$ cat config.mk
export PLATFORM = sky130hd
export DESIGN_NAME = speed_actuator_flat
export DESIGN_NICKNAME = d
export VERILOG_FILES = /design/src/rtl/speed_actuator_if.sv /design/src/rtl/speed_actuator.sv /design/src/flat_wrapper.sv
export SDC_FILE = /design/constraint.sdc
export NUM_CORES = 1
export LEC_CHECK = 0
export ABC_AREA = 1
export ABC_CLOCK_PERIOD_IN_PS = 2700
export CAP_MARGIN = 10
export CORE_UTILIZATION = 29
export DETAILED_ROUTE_END_ITERATION = 16
export PLACE_DENSITY = 0.5
export SLEW_MARGIN = 20
export SYNTH_ARGS = -nofsm -noshare
export SYNTH_HDL_FRONTEND = slang
export SYNTH_SLANG_ARGS = --single-unit
export TNS_END_PERCENT = 10
$ cat constraint.sdc
create_clock -name clk -period 2.7 [get_ports clk]
set_clock_uncertainty 0.05 [all_clocks]
set_input_delay 0.54 -clock clk [delete_from_list [all_inputs] [get_ports clk]]
set_output_delay 0.54 -clock clk [all_outputs]
set_load 0.05 [all_outputs]
$ cat src/rtl/speed_actuator_if.sv
// Driver/actuator bundle for speed_actuator: control requests in, speed and door status out.
interface speed_actuator_if;
  logic       accelerate_car;
  logic       unlock_doors;
  logic [7:0] speed_limit;
  logic [7:0] car_speed;
  logic       doors_unlocked;
  logic       moving;

  modport master (
    output accelerate_car, unlock_doors, speed_limit,
    input  car_speed, doors_unlocked, moving
  );

  modport slave (
    input  accelerate_car, unlock_doors, speed_limit,
    output car_speed, doors_unlocked, moving
  );
endinterface

$ cat src/rtl/speed_actuator.sv
// Speed actuator: ramps car_speed toward min(speed_limit, MAX_SPEED) in STEP increments per tick.
// Define HARD_BRAKE_EN to brake by 2*STEP while the car is above its target.
module speed_actuator #(
  parameter logic [7:0]  STEP      = 8'd5,
  parameter int unsigned TICK_DIV  = 4,
  parameter logic [7:0]  MAX_SPEED = 8'd200
) (
  input  logic              clk,
  input  logic              rst,
  speed_actuator_if.slave   bus
);

  typedef enum logic [1:0] {IDLE, ACCEL, CRUISE, BRAKE} state_t;

  localparam logic [7:0] TICK_LAST = 8'(TICK_DIV - 1);

  state_t     state;
  logic [7:0] speed_q;
  logic [7:0] cnt;
  logic       doors_q;

  logic [7:0] target;
  logic       tick;
  logic [8:0] inc_sum;
  logic [7:0] accel_val;
  logic [8:0] brake_dec;
  logic [7:0] brake_val;
  logic [7:0] brake_next;

  always_comb begin
    target    = (bus.speed_limit < MAX_SPEED) ? bus.speed_limit : MAX_SPEED;
    tick      = (cnt == TICK_LAST);
    inc_sum   = {1'b0, speed_q} + {1'b0, STEP};
    accel_val = (inc_sum >= {1'b0, target}) ? target : inc_sum[7:0];
`ifdef HARD_BRAKE_EN
    brake_dec = (speed_q > target) ? {STEP, 1'b0} : {1'b0, STEP};
`else
    brake_dec = {1'b0, STEP};
`endif
    // Saturate at zero; the guard keeps brake_dec below 256 whenever it is subtracted.
    brake_val  = ({1'b0, speed_q} > brake_dec) ? (speed_q - brake_dec[7:0]) : '0;
    brake_next = tick ? brake_val : speed_q;
  end

  always_ff @(posedge clk or negedge rst) begin
    if (!rst) begin
      state   <= IDLE;
      speed_q <= '0;
      cnt     <= '0;
      doors_q <= 1'b0;
    end else begin
      doors_q <= 1'b0;
      case (state)
        IDLE: begin
          cnt     <= '0;
          doors_q <= bus.unlock_doors && (speed_q == '0);
          if (bus.accelerate_car && !bus.unlock_doors && (target != '0))
            state <= ACCEL;
        end

        ACCEL: begin
          // Braking requests win over a pending tick.
          if (!bus.accelerate_car || (target < speed_q)) begin
            state <= BRAKE;
            cnt   <= '0;
          end else if (tick) begin
            speed_q <= accel_val;
            cnt     <= '0;
            if (accel_val == target)
              state <= CRUISE;
          end else begin
            cnt <= cnt + 8'd1;
          end
        end

        CRUISE: begin
          cnt <= '0;
          if (!bus.accelerate_car || (target < speed_q))
            state <= BRAKE;
          else if (target > speed_q)
            state <= ACCEL;
        end

        BRAKE: begin
          speed_q <= brake_next;
          cnt     <= tick ? '0 : (cnt + 8'd1);
          if (brake_next == '0) begin
            state <= IDLE;
            cnt   <= '0;
          end else if (bus.accelerate_car && (brake_next < target)) begin
            state <= ACCEL;
            cnt   <= '0;
          end else if (bus.accelerate_car && (brake_next == target)) begin
            state <= CRUISE;
            cnt   <= '0;
          end
        end

        default: begin
          state <= IDLE;
          cnt   <= '0;
        end
      endcase
    end
  end

  assign bus.car_speed      = speed_q;
  assign bus.doors_unlocked = doors_q;
  assign bus.moving         = (speed_q != '0);

endmodule
$ cat src/flat_wrapper.sv
// flat-port wrapper written by rule: the top's interface ports become plain ports
module speed_actuator_flat 
#(
  parameter logic [7:0]  STEP      = 8'd5,
  parameter int unsigned TICK_DIV  = 4,
  parameter logic [7:0]  MAX_SPEED = 8'd200
)
  (clk, rst, bus_accelerate_car, bus_unlock_doors, bus_speed_limit, bus_car_speed, bus_doors_unlocked, bus_moving);
  speed_actuator_if bus_i ();
  input  logic clk;
  input  logic rst;
  input wire logic [$bits(bus_i.accelerate_car)-1:0] bus_accelerate_car;
  input wire logic [$bits(bus_i.unlock_doors)-1:0] bus_unlock_doors;
  input wire logic [$bits(bus_i.speed_limit)-1:0] bus_speed_limit;
  output wire logic [$bits(bus_i.car_speed)-1:0] bus_car_speed;
  output wire logic [$bits(bus_i.doors_unlocked)-1:0] bus_doors_unlocked;
  output wire logic [$bits(bus_i.moving)-1:0] bus_moving;
  assign bus_i.accelerate_car = bus_accelerate_car;
  assign bus_i.unlock_doors = bus_unlock_doors;
  assign bus_i.speed_limit = bus_speed_limit;
  assign bus_car_speed = bus_i.car_speed;
  assign bus_doors_unlocked = bus_i.doors_unlocked;
  assign bus_moving = bus_i.moving;
  speed_actuator #(.STEP(STEP), .TICK_DIV(TICK_DIV), .MAX_SPEED(MAX_SPEED)) u_core (.clk(clk), .rst(rst), .bus(bus_i));
endmodule
==> results.json <==
{
  "antenna_cells": 0,
  "hold_path_depth": 2,
  "maxCapViolCount": 0,
  "postSynthCellCount": 376,
  "fin_util_pct": 48.2,
  "post_synth_instance_area_sq_um": 2440,
  "yosys_warnings": 0,
  "synth.distinct_cells": 40,
  "post-route-period-util_pct": 111,
  "grt-ovfl-total": 0,
  "ys_top_cells_by_count": "nand2_1, inv_1, nand3_1",
  "worstPathArrival_ns": 3.09,
  "vias_per_cell": 4.80,
  "antenna_found_initial": 0,
  "maxSlewHeadroom_pct": 61.2,
  "vias": 2940,
  "io_buffers": 21,
  "clock-root-buffer": "clkbuf_8",
  "num_io_pins": 22,
  "cts_tree": "built",
  "power.total_mw": 3.86,
  "fmax_mhz": 334,
  "end_kind": "flip-flop",
  "syn_avg_cell_area_sq_um": 6.50,
  "place.gp.congestion": 0.935,
  "powerDensity_nw_per_um2": 980,
  "clkLatencyLatePin_ns": 0.26,
  "yosysMostFrequentCell": "nand2_1",
  "fillers": 851,
  "rows": 33,
  "start_util_pct": 29.9,
  "hold_viol_final": 0,
  "worstMarginPinSlew_ns": 0.581,
  "yosysTopAreaCellShare_pct": 19.4,
  "cts_num_sinks": 19,
  "crit_fanout": 6,
  "vdd_drop_max_uv": 453,
  "intPower_mw": 1.87,
  "tns_ns": -4.14,
  "first_pass_iters": 4,
  "dp_hpwl_microns": 6710,
  "synth.largest_area_cell": "dfrtp_1",
  "grt_max_degree": 13,
  "status": "finished, violations left",
  "critPathLaunchType": "flip-flop",
  "routed_wl_microns": 8130,
  "p_switching_mw": 2.00,
  "wl_per_cell_microns": 13.3,
  "maxSlewViolCount": 0,
  "drt_iter0_drc": 105,
  "synth_nets": 415,
  "fin_ws_ns": -0.295,
  "cts-buffers-inserted": 3,
  "post-place-ws_ns": -0.658,
  "ys.flop_type": "dfrtp_1",
  "ys_ff_latch": 19,
  "comb_power_share_pct": 82.5,
  "ctsHtreeMaxLevel": 1,
  "yosysSeqAreaShare_pct": 19.4,
  "areaGrowthSynthToFinish_pct": 61.3,
  "core_sq_um": 8180,
  "synth_edf_count": 0,
  "drive_gt1_share_pct": 40.4,
  "worstSetupPathType": "reg2reg",
  "clkTransAtPathRegs_ns": 0.08,
  "grt_use_total_pct": 19.9,
  "cts_hold_buf": 0,
  "hold_path_class": "reg2reg",
  "fin_crit_ns": 2.99,
  "rsz0062_at_grt": "yes",
  "dieWidth_microns": 93.8,
  "ys_top_cells_by_area": "dfrtp_1, nand2_1, ha_1",
  "required_ns": 2.80,
  "clkPwrFrac_pct": 5.5,
  "r2r_cells": 16,
  "leakagePower_nw": 2.06,
  "grt_pass1_wl_microns": 13700,
  "async_flop_share_pct": 100,
  "grt_pass1_vias": 2825,
  "cts_max_path_buffers": 2,
  "die_area_sq_um": 8800,
  "ant_nets": 0,
  "seq_power_share_pct": 12.1,
  "num-nets-final": 548,
  "fin_hold_ws_ns": 0.515,
  "die_h_microns": 93.8,
  "switching_share_pct": 51.7,
  "setup_viol": 18,
  "drc": 0,
  "failed_checks": "negative setup slack"
}
## worst paths after layout
kind / startpoint / to / slack, ns
worst max register to register: u_core.bus.car_speed[0]$_DFFE_PN0P_ / u_core.cnt[6]$_DFF_PN0_ / -0.29
min in group asynchronous: rst / u_core.cnt[5]$_DFF_PN0_ / 0.59
worst max-delay path: u_core.bus.car_speed[0]$_DFFE_PN0P_ / u_core.cnt[6]$_DFF_PN0_ / -0.29
worst min register to register: u_core.cnt[0]$_DFF_PN0_ / u_core.cnt[0]$_DFF_PN0_ / 0.51
max in group asynchronous: rst / u_core.cnt[4]$_DFF_PN0_ / 1.48
worst min-delay path: u_core.cnt[0]$_DFF_PN0_ / u_core.cnt[0]$_DFF_PN0_ / 0.51
## per-stage QoR
stage | instances | area (sq um)
floorplan | 376 | 2460
global placement | 601 | 3560
CTS | 609 | 3780
finish | 613 | 3940
global route | 613 | 3940
detailed placement | 601 | 3560
## layout by cell type, fill, tap and decap left out, types with 7 or more instances in the layout
cell type / n
buf_4: 110
nand2_1: 82
inv_1: 49
nand3_1: 30
ha_1: 22
nand4_1: 20
nor2_1: 20
clkdlybuf4s50_1: 19
dfrtp_1: 15
nand2_2: 14
inv_2: 12
nor2_2: 9
nor3_2: 9
xor2_1: 8
a21oi_1: 8
nand3_2: 7
o211ai_1: 7
## critical path, stage by stage (launching register included)
cell       delay (ns)
dfrtp_4          0.51
buf_6            0.14
buf_6            0.13
ha_2             0.17
or2_1            0.23
nand3_2          0.10
buf_4            0.11
nand4_1          0.09
o21ai_2          0.09
ha_1             0.26
buf_4            0.15
a2111oi_4        0.32
nand2_2          0.13
nand3_4          0.11
o21ai_2          0.07
inv_2            0.16
nor3_2           0.07
## cell type report
class | instances | area [sq um] | area share (%)
clock buffers | 3 | 41.3 | 1.05
clock inverters | 1 | 5.00 | 0.127
inverters | 64 | 250 | 6.35
multi-input cells | 286 | 1950 | 49.5
flip-flops and latches | 19 | 483 | 12.2
well taps | 105 | 131 | 3.33
repair buffers | 135 | 1080 | 27.4
## metal layers
layer	up-vias	global-route usage [%]	routed length [microns]
met5	-	0	0
met4	0	6.03	187
met1	1365	27.4	3840
met2	51	33.3	3900
met3	12	0.971	208
li1	1512	-	-
## registers in the layout, indices dropped and copies added (netlist names)
register and flops:
u_core.cnt 8, u_core.bus.doors_unlocked 1, u_core.state 2, u_core.bus.car_speed 8
## power groups by stage
| stage | registers [mW] | logic (mW) | clock network, mW |
|---|---|---|---|
| floorplan | 0.627 | 1.42 | 0 |
| global placement | 0.457 | 2.79 | 0 |
| detailed placement | 0.458 | 2.80 | 0 |
| CTS | 0.463 | 2.99 | 0.218 |
| global route | 0.481 | 3.51 | 0.225 |
| finish | 0.467 | 3.19 | 0.211 |
## logic make-up (layout without fill, tap and decap cells)
| group | Yosys count | after routing | synth area share, % |
|---|---|---|---|
| AOI/OAI and AO/OA | 42 | 42 | 11.2 |
| xor gates and xnor gates | 11 | 11 | 3.94 |
| adders and majority gates | 27 | 27 | 13.8 |
| buffers and inverters | 71 | 203 | 11.6 |
| DFF | 19 | 19 | 19.4 |
| and+or+nand+nor | 206 | 206 | 40.0 |
## what timing repair did
action                                  CTS  global route
gates resized for setup                  37            39
pin swaps                                12            23
endpoints found under the setup margin   19            18
setup buffers                             4             4
(Power assumes the default switching activity.)
